`src/rtl/pipeline_hazard_ctrl_pkg.sv`:
```
// ============================================================================
// Module  : pipeline_hazard_ctrl_pkg
// Brief   : Shared state encoding and forwarding-select constants
// Rev     : 1.0
// ============================================================================
`default_nettype none

package pipeline_hazard_ctrl_pkg;

   typedef enum logic {
      ST_RUN      = 1'b0,
      ST_MDU_BUSY = 1'b1
   } state_t;

   localparam logic [1:0] FWD_RF  = 2'b00;
   localparam logic [1:0] FWD_EX  = 2'b01;
   localparam logic [1:0] FWD_MEM = 2'b10;
   localparam logic [1:0] FWD_LD  = 2'b11;

endpackage

`default_nettype wire

```
`src/rtl/pipeline_hazard_ctrl_fwd_sel.sv`:
```
// ============================================================================
// Module  : pipeline_hazard_ctrl_fwd_sel
// Brief   : Forwarding select and load-use detect for one source operand
// Rev     : 1.0
// ============================================================================
`default_nettype none

module pipeline_hazard_ctrl_fwd_sel
   import pipeline_hazard_ctrl_pkg::*;
(
   input  logic       use_src,
   input  logic [4:0] src,
   input  logic       ex_wreg,
   input  logic       ex_m2reg,
   input  logic [4:0] ex_rd,
   input  logic       mem_wreg,
   input  logic       mem_m2reg,
   input  logic [4:0] mem_rd,
   output logic [1:0] sel,
   output logic       load_use
);

   logic w_live;
   logic w_ex_hit;
   logic w_mem_hit;

   // r0 is hard-wired zero, so it never needs a bypass or a stall
   assign w_live    = use_src && (src != 5'd0);
   assign w_ex_hit  = w_live && ex_wreg && (ex_rd == src);
   assign w_mem_hit = w_live && mem_wreg && (mem_rd == src);

   assign load_use  = w_ex_hit && ex_m2reg;

   always_comb begin
      sel = FWD_RF;
      if (w_ex_hit && !ex_m2reg) begin
         sel = FWD_EX;
      end else if (w_mem_hit) begin
         sel = mem_m2reg ? FWD_LD : FWD_MEM;
      end
   end

endmodule

`default_nettype wire

```
`src/rtl/pipeline_hazard_ctrl.sv`:
```
// ============================================================================
// Module  : pipeline_hazard_ctrl
// Brief   : Hazard detection, forwarding, MDU sequencing and event counters
// Rev     : 1.0
// ============================================================================
`default_nettype none

module pipeline_hazard_ctrl
   import pipeline_hazard_ctrl_pkg::*;
#(
   parameter int unsigned MDU_LAT = 4,
   parameter int unsigned CNT_W   = 16
) (
   input  logic             Clk,
   input  logic             Clr,
   input  logic [4:0]       id_rs,
   input  logic [4:0]       id_rt,
   input  logic             id_use_rs,
   input  logic             id_use_rt,
   input  logic             id_mdu,
   input  logic             ex_wreg,
   input  logic             ex_m2reg,
   input  logic [4:0]       ex_rd,
   input  logic             mem_wreg,
   input  logic             mem_m2reg,
   input  logic [4:0]       mem_rd,
   input  logic             br_taken,
   output logic             pc_en,
   output logic             ifid_en,
   output logic             idex_en,
   output logic             ifid_flush,
   output logic             stall,
   output logic             condep,
   output logic             exmem_bubble,
   output logic [1:0]       fwda,
   output logic [1:0]       fwdb,
   output logic [CNT_W-1:0] stall_cnt,
   output logic [CNT_W-1:0] flush_cnt
);

   localparam int unsigned    BW        = (MDU_LAT > 2) ? $clog2(MDU_LAT) : 1;
   localparam logic [BW-1:0]  BUSY_INIT = BW'(MDU_LAT - 1);
   localparam bit             MDU_MULTI = (MDU_LAT > 1);

   state_t          r_state;
   logic [BW-1:0]   r_busy_cnt;
   logic [1:0]      w_sel_a;
   logic [1:0]      w_sel_b;
   logic            w_lu_a;
   logic            w_lu_b;
   logic            w_load_use;
   logic            w_run;
   logic            w_flush_evt;
   logic            w_mdu_start;

   pipeline_hazard_ctrl_fwd_sel u_fwd_a (
      .use_src   (id_use_rs),
      .src       (id_rs),
      .ex_wreg   (ex_wreg),
      .ex_m2reg  (ex_m2reg),
      .ex_rd     (ex_rd),
      .mem_wreg  (mem_wreg),
      .mem_m2reg (mem_m2reg),
      .mem_rd    (mem_rd),
      .sel       (w_sel_a),
      .load_use  (w_lu_a)
   );

   pipeline_hazard_ctrl_fwd_sel u_fwd_b (
      .use_src   (id_use_rt),
      .src       (id_rt),
      .ex_wreg   (ex_wreg),
      .ex_m2reg  (ex_m2reg),
      .ex_rd     (ex_rd),
      .mem_wreg  (mem_wreg),
      .mem_m2reg (mem_m2reg),
      .mem_rd    (mem_rd),
      .sel       (w_sel_b),
      .load_use  (w_lu_b)
   );

   assign w_load_use  = w_lu_a || w_lu_b;
   assign w_run       = (r_state == ST_RUN);
   // A taken branch squashes the ID instruction, so its hazards and MDU request vanish
   assign w_flush_evt = w_run && br_taken && !Clr;
   assign w_mdu_start = MDU_MULTI && w_run && id_mdu && !br_taken && !w_load_use;

   always_comb begin
      pc_en        = 1'b0;
      ifid_en      = 1'b0;
      idex_en      = 1'b0;
      ifid_flush   = 1'b0;
      stall        = 1'b0;
      condep       = 1'b0;
      exmem_bubble = 1'b0;
      fwda         = FWD_RF;
      fwdb         = FWD_RF;
      if (!Clr) begin
         fwda = w_sel_a;
         fwdb = w_sel_b;
         if (!w_run) begin
            exmem_bubble = 1'b1;
         end else if (br_taken) begin
            pc_en      = 1'b1;
            ifid_en    = 1'b1;
            idex_en    = 1'b1;
            ifid_flush = 1'b1;
            condep     = 1'b1;
         end else if (w_load_use) begin
            idex_en = 1'b1;
            stall   = 1'b1;
         end else begin
            pc_en   = 1'b1;
            ifid_en = 1'b1;
            idex_en = 1'b1;
         end
      end
   end

   always_ff @(posedge Clk or posedge Clr) begin
      if (Clr) begin
         r_state    <= ST_RUN;
         r_busy_cnt <= '0;
      end else begin
         case (r_state)
            ST_RUN: begin
               if (w_mdu_start) begin
                  r_state    <= ST_MDU_BUSY;
                  r_busy_cnt <= BUSY_INIT;
               end
            end
            ST_MDU_BUSY: begin
               r_busy_cnt <= r_busy_cnt - BW'(1);
               if (r_busy_cnt == BW'(1)) begin
                  r_state <= ST_RUN;
               end
            end
            default: r_state <= ST_RUN;
         endcase
      end
   end

   always_ff @(posedge Clk or posedge Clr) begin
      if (Clr) begin
         stall_cnt <= '0;
         flush_cnt <= '0;
      end else begin
         if (!pc_en && (stall_cnt != '1)) begin
            stall_cnt <= stall_cnt + CNT_W'(1);
         end
         if (w_flush_evt && (flush_cnt != '1)) begin
            flush_cnt <= flush_cnt + CNT_W'(1);
         end
      end
   end

endmodule

`default_nettype wire

```
`config.mk`:
```
export PLATFORM = sky130hd
export DESIGN_NAME = pipeline_hazard_ctrl
export DESIGN_NICKNAME = d
export VERILOG_FILES = /design/src/rtl/pipeline_hazard_ctrl_pkg.sv /design/src/rtl/pipeline_hazard_ctrl_fwd_sel.sv /design/src/rtl/pipeline_hazard_ctrl.sv
export SDC_FILE = /design/constraint.sdc
export NUM_CORES = 1
export LEC_CHECK = 0
export CAP_MARGIN = 40
export CORE_MARGIN = 4
export CORE_UTILIZATION = 40
export CTS_CLUSTER_DIAMETER = 40
export DETAILED_ROUTE_END_ITERATION = 8
export DONT_BUFFER_PORTS = 1
export PLACE_DENSITY_LB_ADDON = 0.25
export SYNTH_ARGS = -nofsm -noshare
export SYNTH_HDL_FRONTEND = slang
export SYNTH_SLANG_ARGS = --single-unit
```
`constraint.sdc`:
```
create_clock -name Clk -period 2.3 [get_ports Clk]
set_clock_uncertainty 0.05 [all_clocks]
set_input_delay 0.46 -clock Clk [delete_from_list [all_inputs] [get_ports Clk]]
set_output_delay 0.46 -clock Clk [all_outputs]
set_load 0.02 [all_outputs]
```
## After elaboration in Yosys (flattened, before gate mapping)

Index checks and enable logic that the tools add are counted.

- Register bits after elaboration: 35
- Word-level logic and storage cells: 72
- Input port bits: 30

- Muxes and demuxes: 27
- Equal/unequal tests: 8
- Add/sub/neg operators: 3
- Reductions and logical operators: 29
- Bitwise operators: 1

Operators with widths:

| cell | number |
|---|---|
| 16-bit by 1-bit adder with 16-bit output (second input constant) | 2 |
| 16-bit inequality test (second input constant) | 2 |
| 1-bit logical AND | 21 |
| 5-bit equality test | 4 |
| 1-bit 2-to-1 mux | 18 |
| 2-bit 2-to-1 mux | 7 |
| 5-bit nonzero test | 2 |
| 1-bit zero test | 5 |
| 2-bit case mux with 2 select lines | 1 |
| 2-bit by 1-bit equality test with 1-bit output (second input constant) | 1 |
| 2-bit by 1-bit inequality test with 1-bit output (second input constant) | 1 |
| 1-bit case mux with 2 select lines | 1 |
| 2-bit by 1-bit subtractor with 2-bit output (second input constant) | 1 |
| 1-bit logical OR | 1 |
| 1-bit NOT | 1 |

## Depth between registers and ports, before layout

- Word-level depth: 12
- Depth in mapped cells: 8
- Depth with buffers taken out: 7

## Cells and area by module

Synthesis repeated with hierarchy kept, for this count alone.

- Cell total of the unflattened synthesis: 229
- Area, all modules: 2179.6 um^2

Modules (own cells, without submodules):

| module | cells an instance | area each (um^2) | times used |
|---|---|---|---|
| pipeline_hazard_ctrl | 179 | 1814.2 | 1 |
| pipeline_hazard_ctrl_fwd_sel | 25 | 182.7 | 2 |

## Least setup slack after synthesis

OpenSTA, ideal clock, no wires.

- Path kind: in2out
- From: in Clr
- To: out fwdb[1]
- Buffers on the path: 0
- Data required time: 1790 ps
- Data arrival time: 2247 ps
- Path slack: -457 ps
- Cell stages on the path: 4
- Cells stage by stage: inv_1 > nand2_1 > nor4_1 > a21boi_0

- Word-level cells in the longest chain between the ends: 1

RTL lines:

| what | line | RTL |
|---|---|---|
| from (decl) | pipeline_hazard_ctrl.sv:15 | `input logic Clr,` |
| 2-bit 2-to-1 mux | pipeline_hazard_ctrl.sv:98 | `if (!Clr) begin` |
| to (decl) | pipeline_hazard_ctrl.sv:36 | `output logic [1:0] fwdb,` |

No other way between the ends.

## Final worst setup path

- From: in id_rt[0]
- To: out ifid_en

- Word-level cells in the longest chain between the ends: 10

RTL lines:

| what | line | RTL |
|---|---|---|
| from (decl) | pipeline_hazard_ctrl.sv:17 | `input logic [4:0] id_rt,` |
| 5-bit nonzero test | pipeline_hazard_ctrl_fwd_sel.sv:28 | `assign w_live = use_src && (src != 5'd0);` |
| 1-bit logical AND | pipeline_hazard_ctrl_fwd_sel.sv:28 |  |
| 1-bit logical AND | pipeline_hazard_ctrl_fwd_sel.sv:29 | `assign w_ex_hit = w_live && ex_wreg && (ex_rd == src);` |
| 1-bit logical AND * | pipeline_hazard_ctrl_fwd_sel.sv:29 |  |
| 1-bit logical AND * | pipeline_hazard_ctrl_fwd_sel.sv:32 | `assign load_use = w_ex_hit && ex_m2reg;` |
| 1-bit logical OR * | pipeline_hazard_ctrl.sv:82 | `assign w_load_use = w_lu_a \|\| w_lu_b;` |
| 1-bit 2-to-1 mux * | pipeline_hazard_ctrl.sv:109 | `end else if (w_load_use) begin` |
| 1-bit 2-to-1 mux * | pipeline_hazard_ctrl.sv:103 | `end else if (br_taken) begin` |
| 1-bit 2-to-1 mux * | pipeline_hazard_ctrl.sv:101 | `if (!w_run) begin` |
| 1-bit 2-to-1 mux * | pipeline_hazard_ctrl.sv:98 |  |
| to (decl) | pipeline_hazard_ctrl.sv:29 | `output logic ifid_en,` |

Mark *: on every way between the ends. The rest lies on a longest branch, timed or not.

==> qor.yml <==
yosys:
  yosysMostFrequentCell: "xnor2_1"
  syn_area_per_cell_um2: 10.5
  synthTopCellsByCount: "xnor2_1, dfrtp_1, nand2_1"
  yosys_warnings: 0
  syn-instance-count: 191
  synth_cell_types: 37
  ys_async_sr_fraction: 1.00
  synth_fp_nets: 224
  yosys-top-cells-area: "dfrtp_1, xnor2_1, nand4_1, nand3_1, nand2_1"
  ys_seq_area_frac: 0.436
  synth_area_mm2: 0.00201
  synth_top_area_share: 0.436
  synth_ff_type: "dfrtp_1"
  synth-seq-cells: 35
  synth_edf_count: 0
  synth_top_area_cell: "dfrtp_1"
critical_path:
  worstPathRequired_ns: 1.79
  r2r_slack_ns: 0.20
  cp-end-kind: "output pin"
  r2r_cells: 6
  r2r-start: "stall_cnt[0]"
  startpoint_type: "primary input"
  arrival_ns: 1.76
  rr_endpoint: "stall_cnt[1]"
  critPathKind: "in2out"
  crit_fanout: 4
cells_and_area:
  final_nets: 243
  area.growth.synth_to_final_pct: 15.9
  layout-drive-gt1-share: 0.205
  n_antenna_cell: 0
global_routing:
  grt_max_degree: 36
  grt_pass1_vias: 1619
  antenna_found_initial: 0
  grt_pass1_wl_um: 7470
  overflow: 0
  grt_usage: 0.152
detailed_routing:
  ant_nets: 0
  drc_errors: 0
  vias: 1484
  avgViaCountPerCell: 5.36
  wl_per_cell_um: 16.8
  drt_iter0_markers: 84
  firstDrtPassIters: 2
  wl_um: 4670
min_path:
  min_path_type: "in2async"
timing:
  whs_ns: 0.128
  setup_viol: 0
  hold_viol_final: 0
  layout_setup_ws_ns: 0.0281
  slew_viol_final: 0
  worst_pin_slew_ns: 0.659
  finalCritPeriodShare: 0.988
  fmax_mhz: 440
  period_needed_ns: 2.27
  slew_headroom: 0.560
floorplan:
  start_util: 0.419
  dieHeight_um: 78.8
  die_w_um: 78.8
  rows: 25
  ios: 73
  die_area_mm2: 0.00621
  coreArea_mm2: 0.00479
clock_tree:
  cts-buffers-inserted: 5
  cts_sinks: 35
  cts_tree: "built"
  clk_latency_ns: 0.28
  cts.clk_slew.worst_paths_ns: 0.06
  cts-hold-fix-buffers: 0
  cts-root-buf: "clkbuf_8"
  clockBufferDepth: 2
  cts_max_level: 2
placement:
  port_buffers: 0
  dp_hpwl_um: 3650
  gp_congestion: 0.854
  place_ws_ns: -0.0379
power:
  leakagePower_nw: 0.958
  p_per_area_mw_per_mm2: 910
  peakVddDrop_mv: 0.342
outcome:
  status: "completed"
job:
  drv_cap: 0
[power by group]
part           internal [mW]  switching, mW  total (mW)
combinational          0.325          0.414       0.740
clock                  0.235          0.208       0.443
sequential             0.755          0.179       0.934
total                   1.31          0.801        2.12
[state kept, by name (all words and copies together) (netlist names)]
name and flops:
r_busy_cnt 2, r_state 1, stall_cnt 16, flush_cnt 16
[critical path: stages]
cell and delay (ns):
or4_4 0.53, o21ai_4 0.20, nor3_4 0.08, o21ai_2 0.18, and2_4 0.18, buf_12 0.12
[routing by layer]
metal | global-route usage | share of wire
met2 | 0.278 | 0.53
met4 | 0.0550 | 0.014
met3 | 0.0601 | 0.093
met5 | 0 | 0
met1 | 0.156 | 0.36
[repair_timing]
item / CTS / global route
endpoints found under the setup margin: 1 / 2
buffers inserted: 0 / 1
gates resized for setup: 2 / 7
pin swaps: 0 / 3
[cells by family (layout without fill, tap and decap cells)]
group           after synthesis  after routing  share of synthesized area
buf+inv                      11             30                     0.0318
xor+xnor                     49             49                      0.214
flops                        35             35                      0.436
simple gates                 76             76                      0.219
mux                           4              4                     0.0237
fa+ha+maj                     3              3                     0.0187
compound gates               13             13                     0.0567
[cell usage in the layout, fill, tap and decap left out, types with 2 or more instances in the layout]
cell,n
xnor2_1,44
dfrtp_1,35
buf_4,17
nand2_1,15
nand4_1,14
nand3_1,13
and3_1,8
clkbuf_8,6
nor2_1,5
xor2_1,5
inv_1,4
nor3_1,3
nor4_1,3
ha_1,3
or4_4,2
o21ai_4,2
nor3_4,2
a21oi_1,2
and4_1,2
and2_4,2
mux2_2,2
a22o_1,2
[through the flow]
stage / util / setup TNS (ns) / total power [mW] / std cells / area, um2
global route: 0.486 / -0.0281 / 2.26 / 277 / 2330
floorplan: - / 0 / 1.45 / 191 / 2010
global placement: 0.458 / 0 / 1.64 / 269 / 2190
CTS: 0.477 / 0 / 2.14 / 276 / 2280
detailed placement: 0.458 / -0.128 / 1.69 / 269 / 2190
finish: 0.486 / 0 / 2.12 / 277 / 2330
[layout make-up]
cell class	instances	area, um2
Fill cell	463	2460
Multi-Input combinational cell	145	1110
Sequential cell	35	876
Timing Repair Buffer	18	148
Tap cell	67	83.8
Clock buffer	6	82.6
Inverter	5	22.5
Clock inverter	1	5.00
[worst max-delay path by stage]
stage,start,cells after the start,endpoint,slack (ns)
final,id_rt[0],6,ifid_en,0.03
after global routing,id_rt[0],6,pc_en,-0.01
after CTS,id_rs[0],6,ifid_en,0.04
after detailed placement,id_rt[0],6,stall,-0.04
after global placement,id_rt[0],6,stall,0.01
after floorplan,id_rt[0],6,pc_en,0.03
No activity file was read; power rests on OpenSTA's default activity.
